$ cat config.mk
export PLATFORM = sky130hd
export DESIGN_NAME = adder_pipe_flat
export DESIGN_NICKNAME = d
export VERILOG_FILES = /design/src/rtl/adder_pipe_if.sv /design/src/rtl/adder_pipe.sv /design/src/flat_wrapper.sv
export SDC_FILE = /design/constraint.sdc
export NUM_CORES = 1
export LEC_CHECK = 0
export CORE_ASPECT_RATIO = 0.6
export CORE_MARGIN = 10
export CORE_UTILIZATION = 60
export CTS_BUF_LIST = sky130_fd_sc_hd__clkbuf_4
export DETAILED_ROUTE_END_ITERATION = 10
export PLACE_DENSITY = 0.92
export SYNTH_ARGS = -nofsm -noshare
export SYNTH_HDL_FRONTEND = slang
export SYNTH_SLANG_ARGS = --single-unit
$ cat constraint.sdc
create_clock -name clk -period 5.5 [get_ports clk]
set_input_delay 0.55 -clock clk [delete_from_list [all_inputs] [get_ports clk]]
set_output_delay 0.55 -clock clk [all_outputs]
set_load 0.03 [all_outputs]
$ cat src/rtl/adder_pipe_if.sv
// -----------------------------------------------------------------------------
// adder_pipe_if
//   Operand/result handshake bundle for the pipelined add/subtract unit.
//
//   Signals (direction as seen from the unit, i.e. the slave modport):
//     in_valid  in   operand beat valid
//     in_ready  out  unit can accept an operand beat this cycle
//     a, b      in   WIDTH-bit operands
//     carry_in  in   carry into bit 0 (add mode only)
//     sub       in   0 = a + b + carry_in, 1 = a - b
//     out_valid out  result beat valid
//     out_ready in   downstream accepts the result
//     sum       out  WIDTH-bit result
//     carry_out out  carry out of the MSB (subtract: 1 = no borrow)
//
//   When ADDER_PIPE_FLAGS_EN is defined, the bundle also carries
//   flag_zero, flag_neg and flag_ovf (outputs of the unit).
// -----------------------------------------------------------------------------
interface adder_pipe_if #(
  parameter int WIDTH = 32
);
  logic             in_valid;
  logic             in_ready;
  logic [WIDTH-1:0] a;
  logic [WIDTH-1:0] b;
  logic             carry_in;
  logic             sub;
  logic             out_valid;
  logic             out_ready;
  logic [WIDTH-1:0] sum;
  logic             carry_out;
`ifdef ADDER_PIPE_FLAGS_EN
  logic             flag_zero;
  logic             flag_neg;
  logic             flag_ovf;

  modport master (
    output in_valid, a, b, carry_in, sub, out_ready,
    input  in_ready, out_valid, sum, carry_out, flag_zero, flag_neg, flag_ovf
  );

  modport slave (
    input  in_valid, a, b, carry_in, sub, out_ready,
    output in_ready, out_valid, sum, carry_out, flag_zero, flag_neg, flag_ovf
  );
`else
  modport master (
    output in_valid, a, b, carry_in, sub, out_ready,
    input  in_ready, out_valid, sum, carry_out
  );

  modport slave (
    input  in_valid, a, b, carry_in, sub, out_ready,
    output in_ready, out_valid, sum, carry_out
  );
`endif
endinterface

$ cat src/rtl/adder_pipe.sv
// -----------------------------------------------------------------------------
// adder_pipe
//   Pipelined WIDTH-bit add/subtract unit. The operation is cut into
//   STAGES = WIDTH/SLICE slices; stage k adds slice k and registers the carry
//   for stage k+1. One operation can be issued per clock; latency is STAGES
//   clock edges counting the accept edge (STAGES = 1 is a registered adder).
//
//   Parameters:
//     WIDTH  operand/result width, positive multiple of SLICE
//     SLICE  bits summed per stage
//
//   Ports:
//     clk    rising-edge clock
//     rst_n  asynchronous active-low reset; clears all valid bits and the
//            result registers
//     bus    adder_pipe_if.slave (operand beat in, result beat out)
//
//   Optional feature: define ADDER_PIPE_FLAGS_EN to add the registered
//   flag_zero / flag_neg / flag_ovf outputs on the bus.
//
//   Flow control: the whole pipe advances when the output register is empty
//   or being drained (adv). Bubbles travel through and are not collapsed.
// -----------------------------------------------------------------------------
module adder_pipe #(
  parameter int WIDTH = 32,
  parameter int SLICE = 8
) (
  input  logic        clk,
  input  logic        rst_n,
  adder_pipe_if.slave bus
);

  localparam int STAGES = WIDTH / SLICE;

  logic             adv;
  logic             out_valid_q;
  logic [WIDTH-1:0] sum_q;
  logic             carry_q;
`ifdef ADDER_PIPE_FLAGS_EN
  logic             flag_zero_q;
  logic             flag_neg_q;
  logic             flag_ovf_q;
`endif

  assign adv           = !out_valid_q || bus.out_ready;
  assign bus.in_ready  = adv;
  assign bus.out_valid = out_valid_q;
  assign bus.sum       = sum_q;
  assign bus.carry_out = carry_q;
`ifdef ADDER_PIPE_FLAGS_EN
  assign bus.flag_zero = flag_zero_q;
  assign bus.flag_neg  = flag_neg_q;
  assign bus.flag_ovf  = flag_ovf_q;
`endif

  // Each stage sees the partially computed result word (slices below k done,
  // slices k and up still raw operand a) plus the not-yet-consumed slices of
  // the second operand, shifted so the current slice sits at the bottom.
  for (genvar k = 0; k < STAGES; k++) begin : g_stage
    localparam int LO = k * SLICE;
    localparam int XW = WIDTH - k * SLICE;

    logic [WIDTH-1:0] res_in;
    logic [XW-1:0]    bx_in;
    logic             c_in;
    logic             v_in;
    logic [SLICE:0]   slice_sum;
    logic [WIDTH-1:0] res_d;

    if (k == 0) begin : g_src
      // Subtract is a + ~b + 1; carry_in is ignored in that mode.
      assign res_in = bus.a;
      assign bx_in  = bus.sub ? ~bus.b : bus.b;
      assign c_in   = bus.sub ? 1'b1 : bus.carry_in;
      assign v_in   = bus.in_valid;
    end else begin : g_chain
      assign res_in = g_stage[k-1].g_mid.res_q;
      assign bx_in  = g_stage[k-1].g_mid.bx_q;
      assign c_in   = g_stage[k-1].g_mid.c_q;
      assign v_in   = g_stage[k-1].g_mid.v_q;
    end

    assign slice_sum = {1'b0, res_in[LO +: SLICE]}
                     + {1'b0, bx_in[SLICE-1:0]}
                     + {{SLICE{1'b0}}, c_in};

    // NOTE: a combinational block assigns every output a default first, so
    // no path leaves a value unassigned and no latch is inferred.
    always_comb begin
      res_d               = res_in;
      res_d[LO +: SLICE]  = slice_sum[SLICE-1:0];
    end

    if (k < STAGES - 1) begin : g_mid
      logic [WIDTH-1:0]    res_q;
      logic [XW-SLICE-1:0] bx_q;
      logic                c_q;
      logic                v_q;

      // NOTE: registers update with non-blocking assignments so every stage
      // samples its neighbour's pre-edge value and the shift stays ordered.
      always_ff @(posedge clk or negedge rst_n) begin
        if (!rst_n) begin
          v_q <= 1'b0;
        end else if (adv) begin
          v_q <= v_in;
        end
      end

      // NOTE: datapath registers are left without reset; the valid bit
      // already marks them as don't-care, so resetting them buys nothing.
      always_ff @(posedge clk) begin
        if (adv) begin
          res_q <= res_d;
          bx_q  <= bx_in[XW-1:SLICE];
          c_q   <= slice_sum[SLICE];
        end
      end
    end else begin : g_last
`ifdef ADDER_PIPE_FLAGS_EN
      // Carry into the MSB recovered from the MSB sum bit and its operands.
      logic msb_cin;
      assign msb_cin = res_in[WIDTH-1] ^ bx_in[SLICE-1] ^ slice_sum[SLICE-1];
`endif

      // Output register: reset so sum/carry_out read 0 during reset.
      always_ff @(posedge clk or negedge rst_n) begin
        if (!rst_n) begin
          out_valid_q <= 1'b0;
          sum_q       <= '0;
          carry_q     <= 1'b0;
`ifdef ADDER_PIPE_FLAGS_EN
          flag_zero_q <= 1'b0;
          flag_neg_q  <= 1'b0;
          flag_ovf_q  <= 1'b0;
`endif
        end else if (adv) begin
          out_valid_q <= v_in;
          sum_q       <= res_d;
          carry_q     <= slice_sum[SLICE];
`ifdef ADDER_PIPE_FLAGS_EN
          flag_zero_q <= (res_d == '0);
          flag_neg_q  <= res_d[WIDTH-1];
          flag_ovf_q  <= msb_cin ^ slice_sum[SLICE];
`endif
        end
      end
    end
  end

endmodule

$ cat src/flat_wrapper.sv
// flat-port wrapper written by rule: the top's interface ports become plain ports
module adder_pipe_flat 
#(
  parameter int WIDTH = 32,
  parameter int SLICE = 8
)
  (clk, rst_n, bus_in_valid, bus_a, bus_b, bus_carry_in, bus_sub, bus_out_ready, bus_in_ready, bus_out_valid, bus_sum, bus_carry_out);
  adder_pipe_if #(.WIDTH(WIDTH)) bus_i ();
  input  logic clk;
  input  logic rst_n;
  input wire logic [$bits(bus_i.in_valid)-1:0] bus_in_valid;
  input wire logic [$bits(bus_i.a)-1:0] bus_a;
  input wire logic [$bits(bus_i.b)-1:0] bus_b;
  input wire logic [$bits(bus_i.carry_in)-1:0] bus_carry_in;
  input wire logic [$bits(bus_i.sub)-1:0] bus_sub;
  input wire logic [$bits(bus_i.out_ready)-1:0] bus_out_ready;
  output wire logic [$bits(bus_i.in_ready)-1:0] bus_in_ready;
  output wire logic [$bits(bus_i.out_valid)-1:0] bus_out_valid;
  output wire logic [$bits(bus_i.sum)-1:0] bus_sum;
  output wire logic [$bits(bus_i.carry_out)-1:0] bus_carry_out;
  assign bus_i.in_valid = bus_in_valid;
  assign bus_i.a = bus_a;
  assign bus_i.b = bus_b;
  assign bus_i.carry_in = bus_carry_in;
  assign bus_i.sub = bus_sub;
  assign bus_i.out_ready = bus_out_ready;
  assign bus_in_ready = bus_i.in_ready;
  assign bus_out_valid = bus_i.out_valid;
  assign bus_sum = bus_i.sum;
  assign bus_carry_out = bus_i.carry_out;
  adder_pipe #(.WIDTH(WIDTH), .SLICE(SLICE)) u_core (.clk(clk), .rst_n(rst_n), .bus(bus_i));
endmodule
==> flow_metrics.py, run 1 <==
metrics = {
    "outcome": {
        "status": "finished, final reports clean",
    },
    "logic_synthesis": {
        "synth_cells": 477,
        "synth_top_area_cell": "edfxtp_1",
        "yosys-top-cells-area": "edfxtp_1, dfrtp_1, ha_1",
        "synth-simple-area-share_pct": 6.39,
        "synthMuxAreaShare_pct": 0,
        "ys_types": 37,
        "synth-compound-area-share_pct": 6.11,
        "ys_ff_latch": 184,
        "synth_flop_cell": "edfxtp_1",
        "synth_nets": 583,
        "yosys-top-cells-count": "edfxtp_1, nand2_1, xor2_1",
        "yosysSeqAreaShare_pct": 72.9,
        "async_flop_share_pct": 20.1,
        "syn_avg_cell_area_um2": 15.4,
        "yosys.cell_count.top_type": "edfxtp_1",
        "netlist_area_um2": 7330,
        "synth_xor_area_share_pct": 6.34,
        "synth_edf_count": 147,
        "synth-adder-area-share_pct": 6.97,
        "synth_top_family_by_area": "adder cells",
        "synth_top_cell_area_share_pct": 60.3,
        "synth_warnings": 0,
    },
    "setup_path": {
        "cp_max_fo": 93,
        "critPathKind": "in -> out",
        "path_delay_family": "buffers and inverters",
        "critPathMostFrequentCell": "clkdlybuf4s50_1",
        "path_cells": "clkdlybuf4s50_1 > nor2b_4 > buf_4 > inv_6 > clkdlybuf4s50_1",
        "crit_arrival_ps": 2780,
        "cp-end-kind": "output port",
        "reg2regPathDepth": 6,
        "r2r_start": "u_core.bus.out_valid",
        "r2r_slack_ps": 2700,
        "worst_ep_required_time_ps": 4950,
        "crit_path_start_kind": "primary input",
        "path_buf_inv": 4,
        "worstReg2RegEnd": "u_core.bus.sum[27]",
        "slowest_delay_ps": 820,
        "cp_slowest_cell": "clkdlybuf4s50_1",
    },
    "final_layout": {
        "areaGrowthSynthToFinish_pct": 20.5,
        "drive_gt1_share_pct": 7.78,
        "diodes": 0,
        "layoutNonFillerInstCount": 769,
        "fillers": 736,
        "register_area_um2": 5340,
        "multi_input_area_um2": 1900,
        "nNetsFinal": 697,
    },
    "placed_design": {
        "gp_congestion": 0.883,
        "dp_hpwl_um": 8890,
        "dp.cells": 737,
        "io_buffers": 104,
    },
    "clocking": {
        "clk_latency_ps": 570,
        "cts-hold-fix-buffers": 0,
        "ctsResizeCount": 0,
        "clkTransAtPathRegs_ps": 170,
        "clock-sinks": 184,
        "postCtsSetupBuffers": 0,
        "cts_tree": "built",
        "root_buffer": "clkbuf_4",
        "cts.htree.levels": 4,
        "cts_buffers": 17,
        "cts_max_path_buffers": 2,
    },
    "timing": {
        "final.setup.tns_ps": 0,
        "layout_min_cycle_time_ps": 3330,
        "period_share_pct": 60.5,
        "finalHoldViolCount": 0,
        "clock_skew_ps": 23.0,
        "max_slew_margin_pct": 34.1,
        "clock.fmax_mhz": 301,
        "maxSlewViolCount": 0,
        "tightest_slew_ps": 989,
        "rsz0062_at_grt": "false",
        "setup_viol_count_final": 0,
    },
    "power": {
        "power.density_nw_per_um2": 530,
        "p_leak_nw": 3.50,
        "ir_drop_mv": 0.214,
    },
    "floorplanning": {
        "rows": 31,
        "die_area_um2": 17200,
        "die_w_um": 163,
        "initial_core_util_pct": 61.1,
        "fp.coreArea_um2": 12000,
        "pin_count": 105,
        "die_y_um": 106,
    },
    "routing": {
        "via_count": 3949,
        "detail_route.wl_per_cell_um": 16.0,
        "drt_wl_total_um": 12300,
        "drt_iter0_markers": 221,
        "ant_nets": 0,
        "dr.pass1.iters": 5,
        "vias_per_cell": 5.14,
        "drc_errors": 0,
    },
    "global_routing": {
        "antenna_found_initial": 0,
        "grt_pass1_vias": 4168,
        "grtUsageTotal_pct": 14.6,
        "grt_overflow": 0,
        "grt_max_degree": 94,
        "grt_pass1_wl_um": 19600,
    },
    "flow_run": {
        "cap_violations": 0,
    },
    "min_path": {
        "holdCritPathClass": "in -> async",
    },
}
[cell usage in the layout, fill, tap and decap left out, types with 3 or more instances in the layout]
cell / netlist / routed
edfxtp_1: 147 / 147
clkdlybuf4s50_1: 0 / 102
nand2_1: 93 / 93
xor2_1: 38 / 38
dfrtp_1: 37 / 37
ha_1: 28 / 28
clkbuf_4: 0 / 17
xnor2_1: 15 / 15
a21oi_1: 14 / 14
inv_1: 11 / 11
o21ai_0: 11 / 11
nor2_1: 9 / 9
o21bai_1: 8 / 8
fa_1: 8 / 8
a21o_1: 6 / 6
inv_6: 0 / 6
o21ai_1: 5 / 5
clkinv_4: 0 / 5
a211oi_1: 4 / 4
nor3_1: 4 / 4
a21oi_2: 3 / 3
o21a_1: 3 / 3
o31ai_1: 3 / 3
[worst reg2reg max path, cell delays in order (launching register included)]
cell and delay [ps]:
dfrtp_1 400, nor2b_4 120, buf_4 250, inv_6 590, buf_4 990, o21ai_0 220, o21ai_0 190
[worst max path at each step]
stage	from	to	slack, ps	cells after the start
after global routing	u_core.bus.out_valid	bus_in_ready	1990	4
after CTS	u_core.bus.out_valid	bus_in_ready	2090	4
after floorplan	u_core.bus.out_valid	bus_in_ready	2230	3
final	bus_out_ready	bus_in_ready	2170	5
after detailed placement	bus_out_ready	u_core.bus.sum[27]	2090	7
after global placement	bus_out_ready	bus_in_ready	2140	5
[cell type report]
| cell class | instances | share of cell area (%) |
|---|---|---|
| clock buffers | 17 | 1.45 |
| clock inverters | 15 | 1.81 |
| inverters | 12 | 0.567 |
| multi-input cells | 270 | 21.5 |
| flip-flops and latches | 184 | 60.5 |
| well taps | 165 | 2.34 |
| repair buffers | 106 | 11.8 |
[registers in the layout, summed over array words and instances, names as in the netlist]
signal	cells
u_core.bus.out_valid	1
u_core.g_stage.g_mid.c_q	3
u_core.g_stage.g_mid.res_q	96
u_core.bus.carry_out	1
u_core.g_stage.g_mid.bx_q	48
u_core.g_stage.g_mid.v_q	3
u_core.bus.sum	32
[report_power, final]
group / switching [mW] / internal [mW] / total (mW)
logic: 0.936 / 0.654 / 1.59
registers: 0.194 / 2.17 / 2.36
clock network: 0.480 / 0.243 / 0.723
total: 1.61 / 3.07 / 4.68
[logic make-up after synthesis]
kind of cell	count (synthesis)
DFF	184
AOI/OAI and AO/OA	67
and+or+nand+nor	114
adders and majority gates	36
xor gates and xnor gates	53
buffers and inverters	23
[stage by stage]
stage               setup WS, ps  instance area [um^2]  utilization (%)  hold WS (ps)  power (mW)
global route                1990                  8830             73.7          50.0        4.96
detailed placement          2090                  8540             71.3           405        4.01
CTS                         2090                  8830             73.7          23.5        4.73
finish                      2170                  8830             73.7          43.8        4.68
global placement            2140                  8540             71.3           400        3.89
floorplan                   2230                  7330                -           254        3.42
[layer usage]
metal | share of wire (%) | up-vias | GRT usage, %
met5 | 0 | - | 0
met4 | 1.6 | 0 | 6.60
met3 | 5.4 | 17 | 4.23
met2 | 55 | 84 | 26.2
met1 | 38 | 1917 | 15.7
li1 | - | 1931 | -
Power figures use the tool's default switching activity.
==> run 2: changes to the inputs <==
CORE_UTILIZATION = 51   (was 60)
PLACE_DENSITY = 0.83   (was 0.92)
clock period = 2.66 ns   (was 5.5 ns; I/O delays follow)
==> run 2 against run 1 <==
Clock power increased by 100%. Cell area rose by 0.86%. Register-to-register slack got worse by 2500 ps. Global-route usage down 1.8 points. Non-clock buffer count rose by 4. Utilization shrank 9.5 points. Combinational power is 110% higher. Sequential share of layout area decreased by 0.52 points. Final cell count up 4.0%.
==> flow_metrics.py, run 2 (same netlist as run 1, synthesis figures left out) <==
metrics = {
    "clocking": {
        "cts.htree.levels": 4,
        "clock-sinks": 184,
        "root_buffer": "clkbuf_4",
        "clk_latency_ps": 530,
        "cts_buffers": 17,
        "postCtsSetupBuffers": 0,
        "cts_max_path_buffers": 2,
        "cts_tree": "built",
        "clkTransAtPathRegs_ps": 160,
    },
    "setup_path": {
        "worstReg2RegEnd": "u_core.g_stage[1].g_mid.res_q[14]",
        "path_cells": "fa_1 > fa_1 > a21o_1 > a21oi_2 > o21bai_1 > a21oi_1 > xnor2_1",
        "crit_arrival_ps": 2740,
        "worst_ep_required_time_ps": 2950,
        "cp-end-kind": "flip-flop",
        "crit_path_start_kind": "flip-flop",
        "slowest_delay_ps": 520,
        "critPathMostFrequentCell": "fa_1",
        "cp_slowest_cell": "fa_1",
        "cp_max_fo": 3,
        "critPathKind": "reg -> reg",
        "r2r_start": "u_core.g_stage[0].g_mid.c_q",
        "r2r_slack_ps": 210,
        "reg2regPathDepth": 7,
    },
    "global_routing": {
        "grt_max_degree": 103,
        "grt_overflow": 0,
        "grt_pass1_vias": 4200,
        "grtUsageTotal_pct": 12.8,
        "antenna_found_initial": 0,
        "grt_pass1_wl_um": 20200,
    },
    "placed_design": {
        "gp_congestion": 0.872,
        "io_buffers": 104,
        "dp_slack_ps": -124,
        "dp_hpwl_um": 8830,
        "place_area_um2": 8620,
        "dp.cells": 767,
    },
    "routing": {
        "drt_wl_total_um": 12400,
        "detail_route.wl_per_cell_um": 15.5,
        "drt_iter0_markers": 275,
        "via_count": 3926,
        "ant_nets": 0,
        "vias_per_cell": 4.91,
        "dr.pass1.iters": 4,
        "drc_errors": 0,
    },
    "final_layout": {
        "drive_gt1_share_pct": 8.22,
        "layoutNonFillerInstCount": 800,
        "largest_reg_flops": 96,
        "layout_common_cells": "edfxtp_1, clkdlybuf4s50_1, nand2_1, xor2_1, dfrtp_1",
        "regMostFlops": "u_core.g_stage.g_mid.res_q",
        "nNetsFinal": 701,
        "stdcell_area_um2": 8900,
        "areaGrowthSynthToFinish_pct": 21.6,
        "diodes": 0,
        "final_common_cell": "edfxtp_1",
    },
    "floorplanning": {
        "initial_core_util_pct": 52.8,
        "pin_count": 105,
        "die_y_um": 113,
        "die_area_um2": 19700,
        "die_w_um": 175,
        "rows": 33,
        "fp.coreArea_um2": 13900,
    },
    "timing": {
        "clock.fmax_mhz": 409,
        "setup_viol_count_final": 0,
        "layout_min_cycle_time_ps": 2450,
        "post-route-worst-setup-slack_ps": 214,
        "finalHoldViolCount": 0,
        "tightest_slew_ps": 859,
        "period_share_pct": 91.9,
        "clock_skew_ps": 26.8,
        "max_slew_margin_pct": 42.7,
        "rsz0062_at_grt": "false",
        "maxSlewViolCount": 0,
        "whs_ps": 269,
    },
    "power": {
        "power.density_nw_per_um2": 1090,
        "ir_drop_mv": 0.467,
        "p_leak_nw": 3.52,
        "power_mw": 9.67,
    },
    "min_path": {
        "hp-start": "bus_sub",
        "hold_path_depth": 3,
        "holdPathEnd": "u_core.g_stage[0].g_mid.res_q[0]",
        "holdCritPathClass": "in -> reg",
    },
    "outcome": {
        "status": "finished, final reports clean",
    },
    "flow_run": {
        "cap_violations": 0,
    },
}
run 2: how the worst max path moves through the flow:
stage / slack [ps] / endpoint / cells past startpoint / startpoint
after floorplan: 120 / u_core.g_stage[0].g_mid.res_q[6] / 11 / bus_sub
after global placement: 60 / u_core.g_stage[0].g_mid.res_q[6] / 10 / bus_b[0]
after detailed placement: -120 / u_core.g_stage[0].g_mid.c_q / 10 / bus_b[0]
after CTS: 200 / u_core.g_stage[1].g_mid.res_q[14] / 7 / u_core.g_stage[0].g_mid.c_q
after global routing: 80 / u_core.g_stage[1].g_mid.res_q[14] / 7 / u_core.g_stage[0].g_mid.c_q
final: 210 / u_core.g_stage[1].g_mid.res_q[14] / 7 / u_core.g_stage[0].g_mid.c_q
run 2: per-layer routing:
metal  vias to the layer above  global-route usage (%)  wire (um)
met2                        76                    21.8       6290
met5                         -                       0          0
met1                      1907                    15.1       5540
li1                       1933                       -          -
met4                         0                    4.44         86
met3                        10                    4.02        517
run 2: area by class of cell:
| cell class | instances | area [um^2] |
|---|---|---|
| clock inverter | 14 | 138 |
| inverter | 12 | 50.0 |
| timing repair buffer | 110 | 1100 |
| fill | 1026 | 4970 |
| clock buffer | 18 | 135 |
| multi-input combinational | 270 | 1900 |
| tap | 192 | 240 |
| sequential | 184 | 5340 |
run 2: critical path: cells and delay by family (launching register included):
family,cells,cell delay [ps]
adders and majority gates,2,950
AOI/OAI and AO/OA,4,700
DFF,1,470
xor gates and xnor gates,1,100
run 2: what timing repair did:
item | 4_1_cts | 5_1_grt
hold buffers | 1 | 0
gates resized for setup | 0 | 0
endpoints found under the hold margin | 37 | 0
setup endpoints to repair | 0 | 0
run 2: per-stage QoR:
stage	setup TNS [ps]	utilization [%]
finish	0	64.2
global route	0	64.2
CTS	0	64.2
detailed placement	-133	62.1
global placement	0	62.1
floorplan	0	-
run 2: report_power, final:
group / total (mW) / internal (mW) / switching, mW
combinational: 3.34 / 1.39 / 1.95
sequential: 4.87 / 4.48 / 0.397
clock: 1.46 / 0.503 / 0.960
==> run 3: changes to the inputs <==
--- a/config.mk
+++ b/config.mk
@@ -8,3 +8,2 @@
 export CORE_ASPECT_RATIO = 0.6
-export CORE_MARGIN = 10
 export CORE_UTILIZATION = 51
--- a/constraint.sdc
+++ b/constraint.sdc
@@ -3,2 +3,2 @@
 set_output_delay 0.266 -clock clk [all_outputs]
-set_load 0.03 [all_outputs]
+set_load 0.1 [all_outputs]
==> run 3 against run 2 <==
Via count up 0.51%. Worst hold slack worse by 110 ps. Setup slack improved by 19 ps. Highest routed layer unchanged. Maximum frequency is 0.80% higher. Clock skew up 0.88 ps. Clock power rose by 3%. First-iteration DRC count decreased by 30%. Die area is 25% lower. Combinational power is 41% higher. Utilization is 0.18 points lower. Power grew 14%. Final cell count up 0.25%.
==> flow_metrics.py, run 3 (same netlist as run 1, synthesis figures left out) <==
metrics = {
    "power": {
        "power.density_nw_per_um2": 1250,
        "internal_power_mw": 6.28,
        "ir_drop_mv": 0.869,
        "p_seq_share_pct": 44.0,
        "swShare_pct": 43.2,
        "power_switching_mw": 4.79,
        "p_leak_nw": 3.58,
        "p_clk_share_pct": 13.6,
        "pwr-share-comb_pct": 42.5,
    },
    "final_layout": {
        "regMostFlops": "u_core.g_stage.g_mid.res_q",
        "largest_reg_flops": 96,
        "diodes": 0,
        "final_common_cell": "edfxtp_1",
        "register_area_um2": 5340,
        "areaGrowthSynthToFinish_pct": 20.9,
        "multi_input_area_um2": 1900,
        "drive_gt1_share_pct": 14.4,
        "fillers": 1021,
        "nNetsFinal": 703,
        "layout_common_cells": "edfxtp_1, nand2_1, clkdlybuf4s50_1, buf_4, xor2_1",
    },
    "global_routing": {
        "grt_max_degree": 87,
        "grt_pass1_vias": 3931,
        "grt_pass1_wl_um": 18300,
        "grtUsageTotal_pct": 16.5,
        "antenna_found_initial": 0,
        "grt_overflow": 0,
    },
    "flow_run": {
        "cap_violations": 0,
    },
    "routing": {
        "dr.pass1.iters": 4,
        "drt_wl_total_um": 11500,
        "detail_route.wl_per_cell_um": 14.4,
        "drc_errors": 0,
        "ant_nets": 0,
        "vias_per_cell": 4.92,
        "drt_iter0_markers": 193,
        "via_count": 3946,
    },
    "timing": {
        "whs_ps": 157,
        "tightest_slew_ps": 864,
        "maxSlewViolCount": 0,
        "finalHoldViolCount": 0,
        "final.setup.tns_ps": 0,
        "rsz0062_at_grt": "false",
        "clock_skew_ps": 27.7,
        "max_slew_margin_pct": 42.4,
        "setup_viol_count_final": 0,
        "layout_min_cycle_time_ps": 2430,
        "period_share_pct": 91.2,
        "clock.fmax_mhz": 412,
    },
    "clocking": {
        "clkTransAtPathRegs_ps": 150,
        "root_buffer": "clkbuf_4",
        "ctsResizeCount": 0,
        "cts-hold-fix-buffers": 1,
        "cts.htree.levels": 4,
        "cts_max_path_buffers": 2,
        "cts_buffers": 17,
        "cts_tree": "built",
        "clock-sinks": 184,
        "postCtsSetupBuffers": 0,
        "clk_latency_ps": 540,
    },
    "setup_path": {
        "critPathKind": "reg -> reg",
        "cp_max_fo": 3,
        "r2r_slack_ps": 230,
        "crit_path_start_kind": "flip-flop",
        "cp-end-kind": "flip-flop",
        "worst_ep_required_time_ps": 3080,
        "crit_arrival_ps": 2840,
    },
    "floorplanning": {
        "initial_core_util_pct": 53.0,
        "die_w_um": 157,
        "die_y_um": 94.8,
        "rows": 33,
        "fp.coreArea_um2": 13800,
        "pin_count": 105,
        "die_area_um2": 14900,
    },
    "placed_design": {
        "gp_congestion": 0.823,
        "io_buffers": 104,
        "dp_hpwl_um": 8010,
    },
    "min_path": {
        "holdCritPathClass": "in -> reg",
    },
    "outcome": {
        "status": "finished, final reports clean",
    },
}
## run 3: cell count changes in the layout (fill, tap and decap cells not counted), sizes merged
cell,delta
clkdlybuf4s50,-35
clkinvlp,-1
clkbuf,-1
clkinv,+2
buf,+37
## run 3: area by class of cell
cell class              count  share of cell area (%)
flip-flops and latches    184                    60.3
multi-input cells         270                    21.4
repair buffers            112                    11.8
well taps                 192                    2.71
clock inverters            15                    1.74
clock buffers              17                    1.44
inverters                  12                   0.565
## run 3: worst paths after layout
check                                                       from                                to  cells after the start
worst min-delay path                                     bus_sub  u_core.g_stage[0].g_mid.bx_q[17]                      2
max in group asynchronous                                  rst_n                u_core.bus.sum[21]                      2
worst min register to register  u_core.g_stage[1].g_mid.bx_q[13]   u_core.g_stage[2].g_mid.bx_q[5]                      0
min in group asynchronous                                  rst_n                 u_core.bus.sum[6]                      2
worst max register to register       u_core.g_stage[2].g_mid.c_q              u_core.bus.carry_out                      7
worst max-delay path                 u_core.g_stage[2].g_mid.c_q              u_core.bus.carry_out                      7
## run 3: metal layers
| metal | share of wire [%] | global-route usage [%] | vias to the layer above |
|---|---|---|---|
| met4 | 1.4 | 6.78 | 0 |
| met5 | 0 | 0 | - |
| met2 | 52 | 29.7 | 92 |
| li1 | - | - | 1942 |
| met3 | 4.1 | 4.45 | 14 |
| met1 | 43 | 18.9 | 1898 |
## run 3: critical path, cell delays in order, from the launching register on
cell	delay, ps
edfxtp_1	430
fa_1	570
fa_1	460
a21oi_2	170
and4b_1	230
o31a_1	240
o21ai_1	130
a31oi_1	100
## run 3: stage by stage
step / util [%] / setup WS (ps) / cell area [um^2] / std cells / power, mW
after floorplan: - / 116 / 7330 / 477 / 8.47
after global placement: 61.9 / 49.2 / 8560 / 769 / 9.45
after detailed placement: 61.9 / -58.9 / 8560 / 769 / 9.66
after CTS: 64.0 / 241 / 8850 / 802 / 11.2
after global routing: 64.0 / 131 / 8850 / 802 / 11.6
final: 64.0 / 234 / 8850 / 802 / 11.1
## run 3: power by group through the flow
stage / clock [mW] / sequential (mW) / combinational [mW]
floorplan: 0 / 6.77 / 1.69
global placement: 0 / 4.89 / 4.56
detailed placement: 0 / 4.95 / 4.71
CTS: 1.56 / 4.88 / 4.72
global route: 1.66 / 4.97 / 5.02
finish: 1.50 / 4.87 / 4.70
